[config.mk]
export PLATFORM = sky130hd
export DESIGN_NAME = acc_step_core
export DESIGN_NICKNAME = d
export VERILOG_FILES = /design/src/rtl/acc_step_core.sv
export SDC_FILE = /design/constraint.sdc
export NUM_CORES = 1
export LEC_CHECK = 0
export BUFFER_PORTS_ARGS = -buffer_cell sky130_fd_sc_hd__buf_2
export CAP_MARGIN = 15
export CORE_MARGIN = 4
export CORE_UTILIZATION = 55
export DETAILED_ROUTE_END_ITERATION = 8
export GPL_ROUTABILITY_DRIVEN = 0
export GPL_TIMING_DRIVEN = 0
export PLACE_DENSITY = 0.81
export SKIP_LAST_GASP = 1
export SLEW_MARGIN = 25
export SYNTH_ARGS = -nofsm -noshare
export SYNTH_HDL_FRONTEND = slang
export SYNTH_SLANG_ARGS = --single-unit
export TNS_END_PERCENT = 50
[constraint.sdc]
create_clock -name clk -period 5.9 [get_ports clk]
set_input_delay 0.885 -clock clk [delete_from_list [all_inputs] [get_ports clk]]
set_output_delay 0.885 -clock clk [all_outputs]
set_load 0.01 [all_outputs]
[src/rtl/acc_step_core.sv]
// acc_step_core: single-stepped 8-bit accumulator processor fetching 16-bit words from a synchronous ROM.
//   Build option: define ACC_SUB_EN to decode opcode 4 as SUBI (otherwise it is a NOP).
//   Ports:
//     clk      - system clock, shared with the ROM
//     rst      - synchronous active-high reset
//     step     - advance request, sampled only in IDLE
//     rom_addr - program counter presented to the ROM
//     rom_data - ROM word, valid one cycle after rom_addr
//     leds     - output register written by OUT
//     halted   - high once HALT has executed
module acc_step_core #(
    parameter int ADDR_W = 10
) (
    input  logic              clk,
    input  logic              rst,
    input  logic              step,
    output logic [ADDR_W-1:0] rom_addr,
    input  logic [15:0]       rom_data,
    output logic [7:0]        leds,
    output logic              halted
);
    typedef enum logic [1:0] {IDLE, MEM, EXEC, HALTED} state_t;
    state_t            state_q, state_d;
    logic [ADDR_W-1:0] pc_q, pc_d;
    logic [7:0]        acc_q, acc_d;
    logic              z_q, z_d;
    logic [7:0]        leds_q, leds_d;
    logic [3:0]        op;
    logic [7:0]        imm;
    logic [7:0]        sum;
    logic [ADDR_W-1:0] tgt;
    logic              unused_bits;
    assign op          = rom_data[15:12];
    assign imm         = rom_data[7:0];
    assign sum         = acc_q + imm;
    assign tgt         = ADDR_W'(rom_data[9:0]);
    assign unused_bits = ^rom_data[11:10];
`ifdef ACC_SUB_EN
    logic [7:0] diff;
    assign diff = acc_q - imm;
`endif
    always_comb begin
        state_d = state_q;
        pc_d    = pc_q;
        acc_d   = acc_q;
        z_d     = z_q;
        leds_d  = leds_q;
        case (state_q)
            IDLE: state_d = step ? MEM : IDLE;
            MEM:  state_d = EXEC;
            EXEC: begin
                state_d = IDLE;
                pc_d    = pc_q + ADDR_W'(1);
                case (op)
                    4'h1: begin
                        state_d = HALTED;
                        pc_d    = pc_q;
                    end
                    4'h2: begin
                        acc_d = imm;
                        z_d   = (imm == 8'h00);
                    end
                    4'h3: begin
                        acc_d = sum;
                        z_d   = (sum == 8'h00);
                    end
`ifdef ACC_SUB_EN
                    4'h4: begin
                        acc_d = diff;
                        z_d   = (diff == 8'h00);
                    end
`endif
                    4'h5: leds_d = acc_q;
                    4'h6: pc_d = tgt;
                    4'h7: pc_d = z_q ? tgt : pc_q + ADDR_W'(1);
                    default: ;
                endcase
            end
            default: ;
        endcase
    end
    always_ff @(posedge clk) begin
        if (rst) begin
            state_q <= IDLE;
            pc_q    <= '0;
            acc_q   <= 8'h00;
            z_q     <= 1'b0;
            leds_q  <= 8'h00;
        end else begin
            state_q <= state_d;
            pc_q    <= pc_d;
            acc_q   <= acc_d;
            z_q     <= z_d;
            leds_q  <= leds_d;
        end
    end
    assign rom_addr = pc_q;
    assign leds     = leds_q;
    assign halted   = (state_q == HALTED);
endmodule

Word-level counts from Yosys, hierarchy flattened
Index checks and enable logic that the tools add are counted.
{"block": "word_totals", "out_inout_bits": 19, "ff_bits": 29, "elab_cells": 32}
{"block": "op_classes", "n_reduce_logical": 8, "addsub": 2, "bitwise": 1, "eq_ne": 9, "mux": 7}
{"cell": "$pmux W10 S3", "n": 1}
{"cell": "$logic_not A8 Y1", "n": 2}
{"cell": "$pmux W8 S2", "n": 1}
{"cell": "$eq A4 B3 Y1 const B", "n": 3}
{"cell": "$add A10 B1 Y10 const B", "n": 1}
{"cell": "$mux W10", "n": 1}
{"cell": "$add A8 B8 Y8", "n": 1}
{"cell": "$eq A4 B2 Y1 const B", "n": 2}
{"cell": "$pmux W2 S3", "n": 1}
{"cell": "$reduce_and A2 Y1", "n": 3}
{"cell": "$eq A2 B2 Y1 const B", "n": 2}
{"cell": "$eq A4 B1 Y1 const B", "n": 1}
{"cell": "$reduce_bool A3 Y1", "n": 1}
{"cell": "$eq A2 B1 Y1 const B", "n": 1}
{"cell": "$logic_not A2 Y1", "n": 1}
{"cell": "$mux W2", "n": 1}
{"cell": "$pmux W1 S2", "n": 1}
{"cell": "$reduce_bool A2 Y1", "n": 1}
{"cell": "$mux W1", "n": 1}
{"cell": "$not A1 Y1", "n": 1}

Logic depth before layout (Yosys ltp)
Gate-level depths: netlist (run 1).
{"block": "logic_depth", "depth_word": 3, "ltp_mapped": 8, "depth_no_buf": 8}

Least setup slack after synthesis (run 1)
OpenSTA, ideal clock, no wires.
{"block": "synth_timing", "path_kind": "input to register", "start": "input port rom_data[0]", "end": "register z_q", "path_slack_ns": 3.278, "path_stages": 8, "required_ns": 5.809, "t_arrival_ns": 2.531, "path_cell_list": "ha_1 -> fa_1 -> a211oi_1 -> o21bai_1 -> a21oi_1 -> xor2_1 -> nand3b_1 -> a311oi_1"}
{"block": "synth_via", "elab_chain_len": 3, "elab_cells_between_ends": 4, "classes_between": "add/sub (1); mux (1); reduce/logical (2)"}
{"item": "start, declared", "line": "18", "source": "input logic [15:0] rom_data,"}
{"item": "$add A8 B8 Y8", "line": "35", "source": "assign sum = acc_q + imm;"}
{"item": "$logic_not A8 Y1", "line": "65", "source": "z_d = (sum == 8'h00);"}
{"item": "$pmux W1 S2 *", "line": "54", "source": "case (op)"}
{"item": "end signal, assigned", "line": "93", "source": "z_q <= z_d;"}
{"item": "end, declared", "line": "26", "source": "logic z_q, z_d;"}
Every way passes the cells marked *; elsewhere a longest branch is shown, timed or not.
A chain may end at the register's enable or synchronous reset.

Worst setup path in the final report (run 1)
Ends and elaborated chain as after synthesis.

==> results of run 1 <==
cells in the final DEF (no fill, tap or decap), drive strengths merged, types with 2 or more instances in the layout:
cell and instances:
nor3 5, buf 37, a22oi 2, nand2b 2
a21oi 21, nand2 24, nor4 4, nor2b 3
or3b 2, ha 12, a211oi 5, nand3 4
inv 4, clkbuf 15, a311oi 2, a31oi 3
nand3b 3, and3 3, o211ai 2, mux2i 9
xnor2 2, o21ai 9, o221ai 4, a21o 2
o31ai 2, xor2 4, dfxtp 29, nor2 29
a2bb2oi 3
registers in the layout, indices dropped and copies added, names as in the netlist:
register  count
rom_addr     10
leds          8
z_q           1
acc_q         8
state_q       2
cells by family after synthesis:
kind of cell	count (synthesis)	share of synthesized area, %
mux	9	5.15
compound gates	58	21.2
fa+ha+maj	13	9.72
flops	29	33.2
xor+xnor	6	3.00
simple gates	84	23.8
buf+inv	15	4.00
routing by layer:
layer | track usage [%] | share of wire [%] | up-vias | routed length (um)
met5 | 0 | 0 | - | 0
met1 | 27.1 | 47 | 764 | 1840
met3 | 5.20 | 6.9 | 11 | 273
li1 | - | - | 856 | -
met4 | 7.12 | 1.9 | 0 | 76
met2 | 33.6 | 45 | 55 | 1760
worst min-delay path: cells and delay by family, from the launching register on:
kind	cells	cell delay, ps
simple gates	1	60
flops	1	330
compound gates	1	50
stage by stage:
| stage | setup slack (ps) | hold slack, ps | total power [mW] | cells |
|---|---|---|---|---|
| detailed placement | 2980 | 468 | 0.237 | 291 |
| finish | 3300 | 478 | 0.344 | 299 |
| floorplan | 3280 | 448 | 0.222 | 214 |
| global placement | 2980 | 464 | 0.236 | 291 |
| CTS | 3310 | 483 | 0.348 | 299 |
| global route | 3140 | 507 | 0.364 | 299 |
report_power, final:
part	total [mW]	switching (mW)	leakage [nW]	internal (mW)
Sequential	0.198	0.00111	0.234	0.197
Combinational	0.0351	0.0220	0.618	0.0132
Clock	0.112	0.0642	0.0265	0.0474
Total	0.344	0.0873	0.878	0.257
area by class of cell:
type / instances / area, sq um
Sequential cell: 29 / 581
Multi-Input combinational cell: 170 / 1100
Inverter: 4 / 15.0
Tap cell: 44 / 55.1
Timing Repair Buffer: 33 / 165
Clock buffer: 8 / 48.8
Fill cell: 294 / 1030
Buffer: 11 / 55.1
how the worst max path moves through the flow:
stage | startpoint | slack [ps] | end
2_1_floorplan | rom_data[0] | 3280 | z_q
3_3_place_gp | rom_data[0] | 2980 | z_q
3_5_place_dp | rom_data[0] | 2980 | z_q
4_1_cts | rom_data[0] | 3310 | z_q
5_1_grt | rom_data[0] | 3140 | z_q
6_report | rom_data[0] | 3300 | z_q
==> results.ini, run 1 <==
[floorplanning]
coreArea_sq_mm=0.00305
start_util_pct=57.3
rows=20
dieArea_sq_mm=0.00415
fp.dieH_um=64.4
pin_count=38
die_x_um=64.4

[timing]
fin_crit_ps=2600
finalMaxSlewViolations=0
setup-violations-final=0
timing.fmax_mhz=384
tns_ps=0
skew_ps=8.26
worst_pin_slew_ps=632
finalHoldViolations=0
rsz0062_at_grt=false
slew_headroom_pct=57.8
period_share_pct=44.1

[synthesis]
ys_seq_area_share_pct=33.2
ys_ff_latch=29
avgSynthCellArea_sq_um=8.18
yosysTopAreaCell=dfxtp_1
ys_top_cells_by_count=29 x dfxtp_1, 29 x nor2_1, 23 x nand2_1, 21 x a21oi_1, 12 x ha_1
async_flop_share_pct=0
syn-num-nets=246
synth_top_area_share_pct=33.2
ys_top_cells_by_area=dfxtp_1 33%, ha_1 8.6%, nor2_1 6.2%, a21oi_1 6.0%, mux2i_1 5.1%
syn_area_sq_mm=0.00175
synth_ff_type=dfxtp_1
synth.distinct_cells=43
synth-edff-count=0
postSynthCellCount=214
yosys_warnings=0

[critical_path]
crit_required_ps=6130
crit_chain=buf_2, ha_1, fa_1, a211oi_1, o21bai_1, a21oi_1, xor2_1, nand3b_1, a311oi_1
crit_path_end_kind=flop
path_depth=9
startpoint_type=primary input
r2r-start=acc_q[0]
path_buf_inv=1
regToRegEndpoint=z_q
cp_top_family=compound AO/OA/AOI/OAI gates
worstSetupPathType=primary input to flop
cpMaxStageDelayCell=fa_1
max_stage_delay_ps=410
r2r_slack_ps=3660
reg2reg_depth=8
cp_max_fo=4
crit_arrival_ps=2840

[placed_design]
port_buffers=33
hpwl_um=3030
place_area_sq_mm=0.00197

[grt]
track_usage_pct=20.8
grt_max_degree=11
overflow=0
antenna_found_initial=0
first_global_vias=1534
grt_pass1_wl_um=6810

[cts]
tritoncts=yes
cts_hold_buffers=0
clock_path_buffers=2
cts_root_buffer=clkbuf_4
cts_resized=0
htree_num_levels=2
post-cts-setup-buffers=0
cts_sinks=29
path_clk_slew_ps=90
cts_buffers=5
clock_latency_ps=320

[routing]
routed_wl_um=3960
detail-route-antenna-nets=0
dr.pass1.iters=4
drc_errors=0
vias=1686
wire_per_inst_um=13.2
drt_iter0_drc=195
vias_per_cell=5.64

[final_layout]
n_antenna_cell=0
design_area_sq_mm=0.00202
synthToLayoutAreaGrowth_pct=15.4
nets=286
fin_util_pct=66.1
drive_above_1_share_pct=18.4

[status]
outcome=finished clean

[worst_hold_path]
hp-start=acc_q[4]
whs_path_depth=2
hp-class=flop to flop
min_to=acc_q[4]

[job]
drv_cap=0

[pwr]
peakVddDrop_v=0.000137
power.density_mw_per_mm2=171
p_leak_nw=0.878

(Power assumes the default switching activity.)
==> run 2: changes to the inputs <==
--- a/config.mk
+++ b/config.mk
@@ -8,11 +8,11 @@
 export BUFFER_PORTS_ARGS = -buffer_cell sky130_fd_sc_hd__buf_2
 export CAP_MARGIN = 15
 export CORE_MARGIN = 4
-export CORE_UTILIZATION = 55
+export CORE_UTILIZATION = 49
 export DETAILED_ROUTE_END_ITERATION = 8
 export GPL_ROUTABILITY_DRIVEN = 0
 export GPL_TIMING_DRIVEN = 0
-export PLACE_DENSITY = 0.81
+export PLACE_DENSITY = 0.76
 export SKIP_LAST_GASP = 1
 export SLEW_MARGIN = 25
 export SYNTH_ARGS = -nofsm -noshare
==> constraint.sdc (replaced) <==
create_clock -name clk -period 2.2 [get_ports clk]
set_input_delay 0.33 -clock clk [delete_from_list [all_inputs] [get_ports clk]]
set_output_delay 0.33 -clock clk [all_outputs]
set_load 0.01 [all_outputs]
==> run 2 against run 1 <==
  * Cell count increased by 0.67%
  * Sequential share of layout area fell by 0.44 points
  * Global-route usage fell by 0.97 points
  * Die area grew 11%
  * Register-to-register slack worse by 3500 ps
  * Power grew to 2.8 times the previous value
  * First-iteration DRC count shrank 45%
  * Highest routed layer unchanged
  * Critical path type is now flop to flop
  * Design area up 1.5%
==> results.ini, run 2 (synthesis gave the netlist of run 1 again) <==
[final_layout]
synthToLayoutAreaGrowth_pct=17.2
drive_above_1_share_pct=20.8
nets=287
stdcell_count=301
largest_register_ff_count=10
fillers=325
layout_common_cells=35 x buf_2, 29 x nor2_1, 29 x dfxtp_1
mostFrequentLayoutCell=buf_2
n_antenna_cell=0
ff_latch_area_sq_um=581
multi_input_area_sq_mm=0.00111
fin_util_pct=60.5

[pwr]
power.density_mw_per_mm2=465
p_leak_nw=0.885
peakVddDrop_v=0.000278

[floorplanning]
rows=21
coreArea_sq_mm=0.00339
start_util_pct=51.6
pin_count=38
dieArea_sq_mm=0.00459
die_x_um=67.8
fp.dieH_um=67.8

[placed_design]
port_buffers=33
place_ws_ps=-205
dp_cells=293
hpwl_um=3100

[timing]
worst_pin_slew_ps=619
whs_ps=310
timing.fmax_mhz=485
period_share_pct=93.8
fin_crit_ps=2060
finalMaxSlewViolations=0
rsz0062_at_grt=false
finalWorstSetupSlack_ps=137
finalHoldViolations=0
setup-violations-final=0
tns_ps=0
slew_headroom_pct=58.7
skew_ps=10.2

[grt]
overflow=0
antenna_found_initial=0
grt_max_degree=11
track_usage_pct=19.9
grt_pass1_wl_um=6890
first_global_vias=1437

[job]
drv_cap=0

[cts]
tritoncts=yes
clock_latency_ps=320
clock_path_buffers=2
path_clk_slew_ps=90
cts_sinks=29
htree_num_levels=2
cts_hold_buffers=0
cts_buffers=5
cts_root_buffer=clkbuf_4

[worst_hold_path]
whs_path_depth=3
hp-class=primary input to flop
min_to=acc_q[0]
hp-start=rom_data[0]

[routing]
detail-route-antenna-nets=0
vias_per_cell=5.52
routed_wl_um=4120
drc_errors=0
vias=1663
drt_iter0_drc=107
wire_per_inst_um=13.7
dr.pass1.iters=4

[critical_path]
worstSetupPathType=flop to flop
cp_max_fo=3
crit_required_ps=2420
crit_path_end_kind=flop
reg2reg_depth=8
crit_arrival_ps=2290
r2r-start=acc_q[0]
regToRegEndpoint=z_q
r2r_slack_ps=140
startpoint_type=flop

[status]
outcome=finished clean

==> run 2: worst max-delay path: stages (launching register included) <==
cell and delay (ps):
dfxtp_1 340, ha_2 200, fa_2 360, a211oi_2 220, o21bai_1 110, a21oi_1 170, xor2_1 200, nand3b_1 90
a311oi_1 260
==> run 2: final cells by class <==
cell class / instances / area share (%)
sequential: 29 / 28.3
timing repair buffer: 34 / 8.42
clock buffer: 7 / 2.68
inverter: 4 / 0.732
tap: 46 / 2.81
buffer: 11 / 2.68
multi-input combinational: 170 / 54.4
==> run 2: stage by stage <==
| step | instance area [sq um] | power (mW) |
|---|---|---|
| floorplan | 1750 | 0.596 |
| global placement | 1970 | 0.635 |
| detailed placement | 1970 | 0.637 |
| CTS | 2030 | 0.959 |
| global route | 2050 | 1.00 |
| finish | 2050 | 0.954 |
==> run 2: what timing repair did <==
| action | CTS | global route |
|---|---|---|
| setup endpoints to repair | 1 | 2 |
| setup buffers | 0 | 1 |
| resized for setup | 1 | 3 |
| pin swaps | 0 | 4 |
==> run 2: per-layer routing <==
| layer | vias to the layer above | part of all wire, % | GRT usage [%] |
|---|---|---|---|
| li1 | 859 | - | - |
| met1 | 749 | 49 | 26.5 |
| met2 | 46 | 43 | 30.7 |
| met3 | 9 | 5.6 | 5.32 |
| met4 | 0 | 2.2 | 6.95 |
| met5 | - | 0 | 0 |
==> run 2: worst max-delay path by stage <==
stage	startpoint	to	slack (ps)	cells after the start
floorplan	rom_data[0]	z_q	130	8
global placement	rom_data[0]	z_q	-170	9
detailed placement	rom_data[0]	z_q	-200	9
CTS	acc_q[0]	z_q	1	8
global route	acc_q[0]	z_q	3	8
finish	acc_q[0]	z_q	140	8
==> run 2: report_power, final <==
group | switching (mW) | total (mW) | internal, mW
sequential | 0.00294 | 0.530 | 0.527
clock | 0.176 | 0.326 | 0.151
combinational | 0.0608 | 0.0977 | 0.0369
total | 0.239 | 0.954 | 0.715
==> run 3: changes to the inputs <==
--- a/config.mk
+++ b/config.mk
@@ -7,12 +7,14 @@
 export LEC_CHECK = 0
 export BUFFER_PORTS_ARGS = -buffer_cell sky130_fd_sc_hd__buf_2
 export CAP_MARGIN = 15
+export CELL_PAD_IN_SITES_DETAIL_PLACEMENT = 1
+export CELL_PAD_IN_SITES_GLOBAL_PLACEMENT = 1
 export CORE_MARGIN = 4
-export CORE_UTILIZATION = 49
+export CORE_UTILIZATION = 36
 export DETAILED_ROUTE_END_ITERATION = 8
 export GPL_ROUTABILITY_DRIVEN = 0
 export GPL_TIMING_DRIVEN = 0
-export PLACE_DENSITY = 0.76
+export PLACE_DENSITY_LB_ADDON = 0.1
 export SKIP_LAST_GASP = 1
 export SLEW_MARGIN = 25
 export SYNTH_ARGS = -nofsm -noshare
==> run 3 against run 2 <==
  * Critical path depth did not move
  * Setup slack improved by 15 ps
  * Power rose by 18%
  * Count of clock-buffer cells in the layout did not move
  * Wire length rose by 16%
  * Flip-flop and latch count did not move
  * Non-clock buffer count fell by 1
  * Critical path type unchanged
  * Largest power group unchanged
==> results.ini, run 3 (synthesis gave the netlist of run 1 again) <==
[cts]
clock_latency_ps=290
path_clk_slew_ps=70
clock_path_buffers=2
cts_buffers=5
cts_root_buffer=clkbuf_8
htree_num_levels=2
cts_hold_buffers=0
tritoncts=yes
cts_sinks=29
post-cts-setup-buffers=0

[routing]
vias=1653
routed_wl_um=4790
vias_per_cell=5.13
drc_errors=0
detail-route-antenna-nets=0
drt_iter0_drc=35
dr.pass1.iters=4
wire_per_inst_um=14.9

[critical_path]
startpoint_type=flop
crit_path_end_kind=flop
cp_max_fo=3
worstSetupPathType=flop to flop
r2r-start=acc_q[0]
crit_arrival_ps=2250
crit_required_ps=2400
reg2reg_depth=8
r2r_slack_ps=150
regToRegEndpoint=z_q

[floorplanning]
rows=25
coreArea_sq_mm=0.00472
pin_count=38
die_x_um=77.7
dieArea_sq_mm=0.00604
start_util_pct=37.1
fp.dieH_um=77.7

[pwr]
peakVddDrop_v=0.000411
p_leak_nw=0.910
comb_power_share_pct=8.8
power.share.clock_pct=44.0
swShare_pct=24.7
power_mw=1.12
power_switching_mw=0.278
power.share.sequential_pct=47.2
internal-power_mw=0.846
power.density_mw_per_mm2=526

[timing]
finalMaxSlewViolations=0
fin_crit_ps=2050
period_share_pct=93.1
skew_ps=4.76
worst_pin_slew_ps=606
timing.fmax_mhz=488
slew_headroom_pct=59.2
setup-violations-final=0
rsz0062_at_grt=true
finalHoldViolations=0
whs_ps=375

[final_layout]
nets=286
layout_common_cells=35 x buf_2, 29 x nor2_1, 27 x dfxtp_1
n_antenna_cell=0
mostFrequentLayoutCell=buf_2
stdcell_count=322
fillers=594
synthToLayoutAreaGrowth_pct=22.2
largest_register_ff_count=10
drive_above_1_share_pct=22.4
fin_util_pct=45.3

[worst_hold_path]
whs_path_depth=3
hp-class=primary input to flop
hp-start=step
min_to=state_q[0]

[grt]
first_global_vias=1728
track_usage_pct=17.0
grt_pass1_wl_um=8160
grt_max_degree=11
antenna_found_initial=0
overflow=0

[status]
outcome=finished clean

[placed_design]
hpwl_um=3670
port_buffers=33
dp_cells=314

[job]
drv_cap=0

run 3: cell count changes in the layout (fill, tap and decap cells not counted), moves of 2 or more:
cell      delta
clkbuf_4     -5
clkbuf_8     +6
dfxtp_1      -2
dfxtp_2      +2
run 3: how the worst max path moves through the flow:
stage	from	endpoint	slack (ps)	depth (start not counted)
2_1_floorplan	rom_data[0]	z_q	130	8
3_3_place_gp	rom_data[0]	z_q	-180	9
6_report	acc_q[0]	z_q	150	8
4_1_cts	acc_q[0]	z_q	6	8
3_5_place_dp	rom_data[0]	z_q	-220	9
5_1_grt	acc_q[0]	z_q	-6	8
run 3: critical path: stages (launching register included):
cell      delay, ps
dfxtp_2         350
ha_4            180
fa_2            360
a211oi_2        270
o21bai_1        100
a21oi_2         130
xor2_1          190
nand3b_1        100
a311oi_1        270
run 3: area by class of cell:
| class | count | area [sq um] | share of cell area (%) |
|---|---|---|---|
| multi-input combinational | 170 | 1140 | 53.1 |
| sequential | 29 | 583 | 27.3 |
| timing repair buffer | 33 | 165 | 7.72 |
| clock buffer | 7 | 96.3 | 4.50 |
| tap | 67 | 83.8 | 3.92 |
| buffer | 11 | 55.1 | 2.57 |
| inverter | 4 | 15.0 | 0.702 |
| clock inverter | 1 | 5.00 | 0.234 |
run 3: timing repair:
item | CTS | global route
resized for setup | 2 | 7
pin swaps | 1 | 6
endpoints found under the hold margin | 0 | 0
gates cloned | 0 | 0
endpoints found under the setup margin | 2 | 2
run 3: routing by layer:
metal  track usage [%]  vias to the layer above  part of all wire, %
li1                  -                      852                    -
met1              21.7                      770                   48
met2              27.5                       23                   47
met3              4.06                        8                  3.1
met4              6.41                        0                  1.7
met5                 0                        -                    0
run 3: through the flow:
stage / setup TNS, ps / setup slack [ps] / area [sq um]
floorplan: 0 / 133 / 1750
global placement: -293 / -179 / 2000
detailed placement: -364 / -221 / 2000
CTS: 0 / 5.78 / 2110
global route: -6.28 / -6.28 / 2140
finish: 0 / 152 / 2140
run 3: power groups by stage:
| stage | Combinational (mW) | Sequential (mW) | Clock (mW) |
|---|---|---|---|
| 4_1_cts | 0.0977 | 0.531 | 0.515 |
| 2_1_floorplan | 0.0544 | 0.542 | 0 |
| 5_1_grt | 0.111 | 0.531 | 0.535 |
| 6_report | 0.0986 | 0.531 | 0.495 |
| 3_5_place_dp | 0.0968 | 0.542 | 0 |
| 3_3_place_gp | 0.0965 | 0.543 | 0 |
